**src/rtl/pc_sequencer.sv**
```systemverilog
// PC sequencer: boot vector fetch, jump/return/interrupt control and the
// stack push/pop strobes, decoded from a small FSM with a wait counter.
module pc_sequencer #(
  parameter int unsigned MEM_LAT = 1
) (
  input  logic       clk,
  input  logic       rst_n,
  input  logic       stall,
  input  logic       jump,
  input  logic       ret,
  input  logic       rti,
  input  logic       intr,
  output logic [1:0] pc_src,
  output logic       pc_load,
  output logic       pc_inc,
  output logic       vec_rd,
  output logic       vec_sel,
  output logic       stack_push,
  output logic       stack_pop,
  output logic       flush,
  output logic       int_ack,
  output logic       int_en
);

  typedef enum logic [2:0] {
    StBoot,
    StRun,
    StIntPush,
    StIntVec,
    StRetPop,
    StRetLd
  } state_e;

  localparam logic [2:0] LAT = 3'(MEM_LAT);

  state_e     r_state, w_state_next;
  logic [2:0] r_cnt, w_cnt_next;
  logic       r_int_en, w_int_en_next;
  logic       r_rti, w_rti_next;

  always_ff @(posedge clk or negedge rst_n) begin
    if (!rst_n) begin
      r_state  <= StBoot;
      r_cnt    <= 3'd0;
      r_int_en <= 1'b0;
      r_rti    <= 1'b0;
    end else begin
      r_state  <= w_state_next;
      r_cnt    <= w_cnt_next;
      r_int_en <= w_int_en_next;
      r_rti    <= w_rti_next;
    end
  end

  always_comb begin
    w_state_next  = r_state;
    w_cnt_next    = r_cnt;
    w_int_en_next = r_int_en;
    w_rti_next    = r_rti;
    pc_src        = 2'b00;
    pc_load       = 1'b0;
    pc_inc        = 1'b0;
    vec_rd        = 1'b0;
    vec_sel       = 1'b0;
    stack_push    = 1'b0;
    stack_pop     = 1'b0;
    flush         = 1'b0;
    int_ack       = 1'b0;

    unique case (r_state)
      StBoot: begin
        if (r_cnt < LAT) begin
          vec_rd     = 1'b1;
          w_cnt_next = r_cnt + 3'd1;
        end else begin
          pc_load       = 1'b1;
          w_cnt_next    = 3'd0;
          w_int_en_next = 1'b1;
          w_state_next  = StRun;
        end
      end
      StRun: begin
        if (ret) begin
          stack_pop    = 1'b1;
          flush        = 1'b1;
          w_rti_next   = rti;
          w_state_next = StRetPop;
        end else if (jump) begin
          pc_src  = 2'b10;
          pc_load = 1'b1;
          flush   = 1'b1;
        end else if (intr && r_int_en) begin
          // Accepting an interrupt overrides stall.
          int_ack       = 1'b1;
          flush         = 1'b1;
          w_int_en_next = 1'b0;
          w_state_next  = StIntPush;
        end else if (!stall) begin
          pc_inc = 1'b1;
        end
      end
      StIntPush: begin
        stack_push   = 1'b1;
        w_cnt_next   = 3'd0;
        w_state_next = StIntVec;
      end
      StIntVec: begin
        if (r_cnt < LAT) begin
          vec_rd     = 1'b1;
          vec_sel    = 1'b1;
          w_cnt_next = r_cnt + 3'd1;
        end else begin
          pc_src       = 2'b01;
          pc_load      = 1'b1;
          w_cnt_next   = 3'd0;
          w_state_next = StRun;
        end
      end
      StRetPop: begin
        // Idle cycle: stack_val becomes valid for the load that follows.
        w_state_next = StRetLd;
      end
      StRetLd: begin
        pc_src       = 2'b11;
        pc_load      = 1'b1;
        if (r_rti) begin
          w_int_en_next = 1'b1;
        end
        w_state_next = StRun;
      end
      default: begin
        w_state_next = StBoot;
        w_cnt_next   = 3'd0;
      end
    endcase
  end

  assign int_en = r_int_en;

endmodule
```
**config.mk**
```make
export PLATFORM = sky130hd
export DESIGN_NAME = pc_sequencer
export DESIGN_NICKNAME = d
export VERILOG_FILES = /design/src/rtl/pc_sequencer.sv
export SDC_FILE = /design/constraint.sdc
export NUM_CORES = 1
export LEC_CHECK = 0
export BUFFER_PORTS_ARGS = -buffer_cell sky130_fd_sc_hd__buf_2
export CAP_MARGIN = 5
export CORE_AREA = 2 2 39 41
export CTS_CLUSTER_SIZE = 16
export DETAILED_ROUTE_END_ITERATION = 8
export DIE_AREA = 0 0 41 43
export GPL_ROUTABILITY_DRIVEN = 0
export PLACE_DENSITY = 0.69
export SYNTH_ARGS = -nofsm -noshare
export SYNTH_HDL_FRONTEND = slang
export SYNTH_SLANG_ARGS = --single-unit
```
**constraint.sdc**
```tcl
create_clock -name clk -period 1.5 [get_ports clk]
set_input_delay 0.3 -clock clk [delete_from_list [all_inputs] [get_ports clk]]
set_output_delay 0.3 -clock clk [all_outputs]
set_load 0.01 [all_outputs]
```
==> run metrics <==
outcome finished, violations left; violations in the final reports setup timing; post-synthesis area per instance 9.71 µm²; max_slew headroom 0.827; fin cells 100; DP Wirelength 887 µm; total number of placement rows 14; clock sinks 8; total gr overflow 0; final worst setup slack -0.179 ns; primary flip-flop cell chosen by synthesis mapping dfrtp_1; TritonCTS Buffers 3; DRC violations left 0; critical path arrival 1.38 ns; max-slew violation count 0; total setup violations reported at the end of the flow 5; number of nets produced by synthesis 63; CTS tree built; commonest cells after routing, fill and taps aside buf_2, buf_4, dfrtp_1; post-detailed-route via-to-cell ratio 5.05; Cell variety after synth 31; total chip power 1.57 mW; diodes inserted 0; filler instances 130; htree depth 1; most common cell after layout, fill and taps aside buf_2; path type of the worst min-delay path in2reg; share of the yosys chip area belonging to registers 0.375; detailed-routing iteration count for the pre-antenna-repair pass 4; setup repair after global routing missed its margin true; combinational group share of total power 0.620; First DRT Iteration DRCs 1; Worst-Skew Late Latency 0.26 ns; Period minus WS final 1.68 ns; routed len/inst 12.5 µm; Max Clk Rate 595 MHz; number of warnings reported in the yosys synthesis log 0; launching element type of the critical path flop; first-pass GRT wire length 1.86 mm; PwrDens 2080 mW/mm²; share of the clock period used by the worst path after layout 1.12; effective utilization at floorplan 0.386; number of antenna violations at the first check in global routing 0; overall die width 41 µm; area enclosed by the die boundary 0.00176 mm²; final routed wirelength across all metal layers 1.25 mm; Slew @ Worst Pin 0.259 ns; Area Overhead vs Synth 41.7%; Root Buffer clkbuf_4; category of the critical setup timing path reg2out; Max Root-Sink Buffers 2; cell leakage power 0.381 nW; fraction of final layout cells with drive strength greater than 1 0.536; largest cells by area after synthesis dfrtp_1, buf_6, nor3b_1; Final Hold Violating Endpoints 0; count of antenna-violating nets left after detailed routing 0; synthesized area 534 µm²; switch share 0.406; Total Negative Setup Slacks -0.718 ns; largest net degree at the start of global routing 9; WP data required 1.20 ns; Seq pwr share 0.275; share of power burned in the clock network 0.104; register clock-pin slew on the reported worst setup and hold paths 0.05 ns; area share of the largest cell type after synthesis 0.375; port bufs 17; count of vias placed by the detailed router 505; number of flops mapped to enable cells by yosys 0; Die Ht 43 µm; I/O pin cnt 18; core area 0.00138 mm²; critical-path maximum fanout 6; number of global-route vias before repair 434; Tot GR Track Use 0.158; flip-flop and latch count after synthesis 8; count of placed standard cells including taps 91; critical path capture point type primary output; Worst IR Drop VDD 0.000880 V; clock tree skew after final layout 0.00906 ns; Net Switching 0.638 mW; fraction of registers with async set/reset 1.00; P_int 0.932 mW; synthesized instance count 55; Final nets 94; most area-hungry cell type in the Yosys netlist dfrtp_1; max-cap check violation count 0
-- cells in the mapped netlist (2+ instances only) --
cell type	n
nor3b_1	3
nor2b_1	2
buf_6	2
nand2b_1	2
o21ai_0	3
or2_1	2
nor2_1	5
nand2_1	2
a22o_1	2
inv_1	2
a21oi_1	3
dfrtp_1	8
-- worst paths after layout --
kind,start,endpoint,slack (ns),cells past startpoint
setup / recovery,r_state[1],pc_load,-0.18,4
hold / removal,rti,r_rti,0.29,2
setup reg to reg,r_state[2],int_en,0.08,4
hold reg to reg,r_rti,r_rti,0.51,1
max in group asynchronous,rst_n,r_state[1],0.90,2
min in group asynchronous,rst_n,r_cnt[1],0.41,2
-- flip-flops by register name, summed over array words and instances (netlist names) --
name     count
int_en       1
r_rti        1
r_state      3
r_cnt        3
-- worst max-delay path, stage by stage (launching register included) --
cell and delay [ns]:
dfrtp_2 0.43, and2b_2 0.25, o21a_1 0.11, or2_1 0.21
buf_2 0.13
-- layout make-up --
cell class	instances	area (µm²)	share of cell area
multi-input cells	42	319	0.421
inverters	2	7.51	0.00992
repair buffers	29	184	0.243
flip-flops and latches	8	204	0.269
clock buffers	3	22.5	0.0298
well taps	16	20.0	0.0264
-- kinds of logic after synthesis --
logic type	share of synthesized area
flops	0.375
simple gates	0.321
compound gates	0.162
buf+inv	0.0820
mux	0.0211
xor+xnor	0.0164
fa+ha+maj	0.0234
-- power groups by stage --
| stage | Sequential (mW) | Combinational, mW | Clock [mW] |
|---|---|---|---|
| 2_1_floorplan | 0.383 | 0.604 | 0 |
| 3_3_place_gp | 0.423 | 0.792 | 0 |
| 3_5_place_dp | 0.424 | 0.795 | 0 |
| 4_1_cts | 0.420 | 0.829 | 0.169 |
| 5_1_grt | 0.447 | 1.07 | 0.179 |
| 6_report | 0.433 | 0.974 | 0.164 |
-- layer usage --
| metal | wire (µm) | up-vias | part of all wire | global-route usage |
|---|---|---|---|---|
| met5 | 0 | - | 0 | 0 |
| met4 | 14 | 0 | 0.011 | 0.0600 |
| met3 | 56 | 4 | 0.045 | 0.0471 |
| met2 | 630 | 10 | 0.50 | 0.222 |
| met1 | 548 | 237 | 0.44 | 0.222 |
| li1 | - | 254 | - | - |
-- through the flow --
stage	util	cell area, µm²	worst slack, ns	hold slack [ns]
after floorplan	-	534	0.0941	0.00441
after global placement	0.468	648	0.0744	0.149
after detailed placement	0.468	648	0.0740	0.150
after CTS	0.498	689	-0.198	0.284
after global routing	0.547	757	-0.256	0.294
final	0.547	757	-0.179	0.286
-- what timing repair did --
| item | CTS | global route |
|---|---|---|
| buffers inserted | 1 | 4 |
| endpoints found under the hold margin | 8 | 0 |
| pin swaps | 1 | 3 |
| gates resized for setup | 1 | 9 |
| hold buffers | 1 | 0 |
| setup endpoints to repair | 8 | 11 |
Note: power is estimated with default switching activity, not from simulation.
